### src/rtl/sync_fifo.sv
// sync_fifo: single-clock FIFO with register-array storage, any depth >= 2.
// It supports a standard read mode and a first-word-fall-through (FWFT) read mode.
// It also provides a level count, programmable almost flags, sticky
// overflow/underflow flags and a synchronous flush.
//
// Ports:
//   clk          clock, all logic on posedge
//   rstn         asynchronous active-low reset
//   flush        synchronous clear of contents and error flags (highest priority)
//   write        write request; writeData is the word to store
//   read         read request (FWFT: acknowledge of the word on readData)
//   readData     registered read data
//   empty/full   level == 0 / level == depth
//   almostEmpty  level <= almostEmptyThr
//   almostFull   level >= almostFullThr
//   level        number of stored words
//   overflow     sticky: write attempted while full
//   underflow    sticky: read attempted while empty
module sync_fifo #(
    parameter int width          = 8,
    parameter int depth          = 16,
    parameter int fwft           = 0,
    parameter int almostFullThr  = depth - 2,
    parameter int almostEmptyThr = 2
) (
    input  logic                       clk,
    input  logic                       rstn,
    input  logic                       flush,
    input  logic                       write,
    input  logic [width-1:0]           writeData,
    input  logic                       read,
    output logic [width-1:0]           readData,
    output logic                       empty,
    output logic                       full,
    output logic                       almostEmpty,
    output logic                       almostFull,
    output logic [$clog2(depth+1)-1:0] level,
    output logic                       overflow,
    output logic                       underflow
);

    localparam int LW = $clog2(depth + 1);
    localparam int PW = (depth > 1) ? $clog2(depth) : 1;

    generate
        if (depth < 2) begin : gBadDepth
            $error("sync_fifo: depth must be >= 2");
        end
        if (almostFullThr < 1 || almostFullThr > depth) begin : gBadAfThr
            $error("sync_fifo: almostFullThr must be in 1..depth");
        end
        if (almostEmptyThr < 0 || almostEmptyThr > depth - 1) begin : gBadAeThr
            $error("sync_fifo: almostEmptyThr must be in 0..depth-1");
        end
    endgenerate

    // Pointer increment with explicit wrap, so non-power-of-two depths work.
    function automatic logic [PW-1:0] ptrInc(input logic [PW-1:0] p);
        logic [PW-1:0] r;
        if (p == PW'(depth - 1)) begin
            r = '0;
        end else begin
            r = p + PW'(1'b1);
        end
        return r;
    endfunction

    logic [width-1:0] mem [depth];
    logic [PW-1:0]    wrPtr;
    logic [PW-1:0]    rdPtr;

    logic             wrAcc;
    logic             rdAcc;
    logic [PW-1:0]    wrPtrNext;
    logic [PW-1:0]    rdPtrNext;
    logic [LW-1:0]    levelNext;
    logic [width-1:0] readDataNext;
    logic             overflowNext;
    logic             underflowNext;

    // Accept/reject decisions and next-state values for pointers, level, data and error flags.
    always_comb begin
        wrAcc         = 1'b0;
        rdAcc         = 1'b0;
        wrPtrNext     = wrPtr;
        rdPtrNext     = rdPtr;
        levelNext     = level;
        readDataNext  = readData;
        overflowNext  = overflow;
        underflowNext = underflow;

        if (flush) begin
            wrPtrNext     = '0;
            rdPtrNext     = '0;
            levelNext     = '0;
            overflowNext  = 1'b0;
            underflowNext = 1'b0;
        end else begin
            // full/empty are registered copies of the current level, so they gate acceptance directly.
            wrAcc = write && !full;
            rdAcc = read && !empty;

            if (wrAcc) begin
                wrPtrNext = ptrInc(wrPtr);
            end else begin
                wrPtrNext = wrPtr;
            end

            if (rdAcc) begin
                rdPtrNext = ptrInc(rdPtr);
            end else begin
                rdPtrNext = rdPtr;
            end

            case ({wrAcc, rdAcc})
                2'b10:   levelNext = level + LW'(1'b1);
                2'b01:   levelNext = level - LW'(1'b1);
                default: levelNext = level;
            endcase

            if (write && full) begin
                overflowNext = 1'b1;
            end else begin
                overflowNext = overflow;
            end

            if (read && empty) begin
                underflowNext = 1'b1;
            end else begin
                underflowNext = underflow;
            end

            if (fwft != 0) begin
                // The next head may be the word written this very cycle (empty FIFO,
                // or a read draining the last stored word while a new one arrives).
                if (levelNext != '0) begin
                    if (wrAcc && (wrPtr == rdPtrNext)) begin
                        readDataNext = writeData;
                    end else begin
                        readDataNext = mem[rdPtrNext];
                    end
                end else begin
                    readDataNext = readData;
                end
            end else begin
                if (rdAcc) begin
                    readDataNext = mem[rdPtr];
                end else begin
                    readDataNext = readData;
                end
            end
        end
    end

    // Storage array; it is deliberately not reset.
    always_ff @(posedge clk) begin
        if (wrAcc) begin
            mem[wrPtr] <= writeData;
        end
    end

    // Control state and registered outputs; the flags are derived from the next level.
    always_ff @(posedge clk or negedge rstn) begin
        if (!rstn) begin
            wrPtr       <= '0;
            rdPtr       <= '0;
            level       <= '0;
            readData    <= '0;
            empty       <= 1'b1;
            full        <= 1'b0;
            almostEmpty <= 1'b1;
            almostFull  <= 1'b0;
            overflow    <= 1'b0;
            underflow   <= 1'b0;
        end else begin
            wrPtr       <= wrPtrNext;
            rdPtr       <= rdPtrNext;
            level       <= levelNext;
            readData    <= readDataNext;
            empty       <= (levelNext == '0);
            full        <= (levelNext == LW'(depth));
            almostEmpty <= (levelNext <= LW'(almostEmptyThr));
            almostFull  <= (levelNext >= LW'(almostFullThr));
            overflow    <= overflowNext;
            underflow   <= underflowNext;
        end
    end

endmodule

### config.mk
export PLATFORM = sky130hd
export DESIGN_NAME = sync_fifo
export DESIGN_NICKNAME = d
export VERILOG_FILES = /design/src/rtl/sync_fifo.sv
export SDC_FILE = /design/constraint.sdc
export NUM_CORES = 1
export LEC_CHECK = 0
export ABC_AREA = 1
export BUFFER_PORTS_ARGS = -buffer_cell sky130_fd_sc_hd__buf_4
export CORE_UTILIZATION = 60
export DETAILED_ROUTE_END_ITERATION = 6
export PLACE_DENSITY = 0.8
export SETUP_SLACK_MARGIN = 0.02
export SYNTH_ARGS = -nofsm -noshare
export SYNTH_HDL_FRONTEND = slang
export SYNTH_SLANG_ARGS = --single-unit
export TNS_END_PERCENT = 20
### constraint.sdc
create_clock -name clk -period 2.5 [get_ports clk]
set_clock_uncertainty 0.1 [all_clocks]
set_input_delay 0.125 -clock clk [delete_from_list [all_inputs] [get_ports clk]]
set_output_delay 0.125 -clock clk [all_outputs]
set_load 0.01 [all_outputs]
==> impl_metrics.yaml <==
critical_path:
  path_buf_inv: 2
  arrival_ps: 2450
  slowest_stage: "buf_4"
  critPathMaxStageDelay_ps: 430
  worstSetupPathType: "reg -> reg"
  r2r.worst_path.cells: 8
  cp_data_required_time_ps: 2850
  path_cells: "buf_4, buf_4, nand2_1, nand2_1, a21oi_1, o211ai_1, nand2_1, o21ai_1"
  r2r-end: "readData[4]$_DFFE_PN0P_"
  crit_path_end_kind: "flip-flop"
  cp_num_cells: 8
  critPathMostFrequentCell: "nand2_1"
  worstPathMaxFanout: 43
  cp_top_family: "buffers and inverters"
  critPathLaunchType: "flip-flop"
  r2r_start: "rdPtr[0]$_DFFE_PN0P_"
  r2r_slack_ps: 400
routing:
  drtIter0Drc: 447
  vias: 4506
  wl_per_cell_um: 20.47
  route.detailed.drc: 0
  post_drt_via_cell_ratio: 6.024
  drt-total-wl_um: 15310
  firstDrtPassIters: 5
  ant_nets: 0
yosys:
  synth-edff-count: 128
  ys_warn_count: 0
  yosysSeqAreaShare: 0.7030
  synthesis.area_mm2: 0.006432
  synthTopCellsByCount: "128 x edfxtp_1, 98 x nand2_1, 54 x nor2_1"
  yosysTopAreaCellShare: 0.5975
  postSynthAreaPerCell_um2: 12.09
  synth_flop_cell: "edfxtp_1"
  synth_most_common_cell: "edfxtp_1"
  async_reset_ff_frac: 0.1742
  synth.area.top_cells: "edfxtp_1 60%, dfrtp_1 9.7%, nand2_1 5.7%"
  yosysUniqueCellTypes: 31
  syn_inst: 532
  ys_ff_latch: 155
  synth_top_area_cell: "edfxtp_1"
  synth.net_count: 552
global_route:
  antenna_found_initial: 0
  grt_pass1_wl_um: 24050
  grt_max_degree: 44
  grt_pass1_vias: 4505
  track_usage: 0.3006
  grt_overflow_total: 0
die:
  io_pins: 32
  fp.dieW_um: 105.5
  start_util: 0.6203
  die_area_mm2: 0.01114
  die_y_um: 105.5
  core-area_mm2: 0.01037
  std_cell_rows: 37
placed_design:
  dpl.hpwl_um: 9064
  post-place-ws_ps: 510.8
  portBuffers: 31
  dp_cells: 701
  place_area_mm2: 0.006908
  gp_congestion: 0.8635
clocking:
  cts_tree: "built"
  cts_buffer_depth: 2
  numCtsBuffers: 17
  post-cts-setup-buffer-count: 0
  cts_max_level: 4
  clock-sinks: 155
  clk_latency_ps: 540
  clock-root-buffer: "clkbuf_8"
  clk_pin_slew_ps: 70
layout:
  final_cells: 748
  antennaDiodeCount: 0
  drive_gt1_frac: 0.1765
  fillers: 659
  syn_to_final_growth_pct: 18.13
  fin_area_mm2: 0.007599
  nets: 619
sta:
  rsz0062_at_grt: "no"
  min_period_ps: 2101
  fmax_mhz: 476.0
  setup-tns-final_ps: 0
  fin_crit_sh: 0.8403
  finalSetupViolations: 0
  timing.final.ws_setup_ps: 399.2
  final_hold_viol_count: 0
  drv_slew: 0
  relSlewSlack: 0.5992
  worst_pin_slew_ps: 601.2
status:
  outcome: "complete, no violations"
run:
  drv_cap: 0
hold_path:
  hold_depth: 7
  holdPathEnd: "readData[1]$_DFFE_PN0P_"
  hp-class: "in -> reg"
  min_from: "read"
pwr:
  ir_worst_vdd_v: 0.0006379
  cellPowerDensity_mw_per_mm2: 904.7
  p_leak_nw: 2.883
## cells in the final DEF (no fill, tap or decap), types with 2 or more instances in the layout
cell type / netlist / routed
o22ai_1: 19 / 19
clkinv_4: 0 / 3
nand3_2: 2 / 2
nor3_1: 4 / 4
clkinv_1: 2 / 2
nand3_1: 12 / 12
xor2_1: 3 / 3
clkinvlp_4: 0 / 4
nor2_1: 54 / 54
inv_1: 17 / 17
buf_4: 2 / 54
nand2_1: 98 / 98
dfrtp_1: 25 / 24
clkbuf_1: 6 / 2
ha_1: 7 / 7
mux2i_1: 16 / 16
nand2_2: 8 / 8
edfxtp_1: 128 / 128
inv_2: 7 / 7
inv_6: 0 / 6
nand3b_1: 2 / 2
o21ai_0: 43 / 43
dlygate4sd3_1: 0 / 14
dfstp_2: 2 / 2
a21oi_1: 33 / 33
o21ai_1: 14 / 14
o211ai_1: 9 / 9
clkbuf_16: 0 / 16
## final cells by class
type / instances / area [µm²] / share of cell area
Sequential cell: 155 / 4523 / 0.5953
Multi-Input combinational cell: 330 / 1712 / 0.2253
Timing Repair Buffer: 69 / 565.5 / 0.07443
Clock buffer: 19 / 421.7 / 0.05549
Tap cell: 136 / 170.2 / 0.02239
Clock inverter: 13 / 108.9 / 0.01433
Inverter: 26 / 97.59 / 0.01284
## report_power, final
group          leakage (nW)  internal, mW  switching [mW]
clock                 0.247          1.24            1.04
sequential             1.50          2.98           0.158
combinational          1.14         0.549           0.900
## tightest hold or removal path: stages
cell	delay, ps
buf_4	120
inv_2	80
nor2_8	50
inv_1	70
nor2_1	130
nand2_1	100
o21ai_1	50
## stage by stage
| stage | total power, mW | utilization | hold slack (ps) |
|---|---|---|---|
| 2_1_floorplan | 4.016 | - | -270.6 |
| 3_3_place_gp | 4.504 | 0.6661 | -35.45 |
| 3_5_place_dp | 4.556 | 0.6661 | -28.67 |
| 4_1_cts | 6.875 | 0.7327 | 119.5 |
| 5_1_grt | 7.149 | 0.7327 | 164.9 |
| 6_report | 6.874 | 0.7327 | 142.7 |
## kinds of logic after synthesis
family | count (synthesis) | synth area share
xor gates and xnor gates | 4 | 0.005447
AOI/OAI and AO/OA | 119 | 0.1002
and+or+nand+nor | 184 | 0.1220
muxes | 16 | 0.02490
adders and majority gates | 7 | 0.01362
buffers and inverters | 47 | 0.03093
DFF | 155 | 0.7030
## per-layer routing
layer | vias to the layer above | global-route usage | part of all wire
li1 | 2025 | - | -
met1 | 2154 | 0.3769 | 0.37
met3 | 43 | 0.08534 | 0.091
met5 | - | 0 | 0
met2 | 284 | 0.4906 | 0.51
met4 | 0 | 0.1339 | 0.032
## sequential cells by signal (all words and copies together), names as in the netlist
signal,count
overflow,1
readData,8
mem,128
underflow,1
full,1
wrPtr,4
empty,1
level,5
almostEmpty,1
almostFull,1
rdPtr,4
## worst max path at each step
stage | startpoint | endpoint | slack (ps)
2_1_floorplan | full$_DFF_PN0_ | mem[15][0]$_DFFE_PP_ | 590
6_report | rdPtr[0]$_DFFE_PN0P_ | readData[4]$_DFFE_PN0P_ | 400
4_1_cts | rdPtr[0]$_DFFE_PN0P_ | rdPtr[0]$_DFFE_PN0P_ | 460
3_5_place_dp | rdPtr[0]$_DFFE_PN0P_ | readData[4]$_DFFE_PN0P_ | 510
5_1_grt | rdPtr[0]$_DFFE_PN0P_ | readData[4]$_DFFE_PN0P_ | 320
3_3_place_gp | empty$_DFF_PN1_ | empty$_DFF_PN1_ | 540
## repair_timing
action,4_1_cts,5_1_grt
gates resized for setup,0,0
setup endpoints to repair,0,0
hold buffers,15,0
endpoints found under the hold margin,171,0
Note: power is estimated with default switching activity, not from simulation.
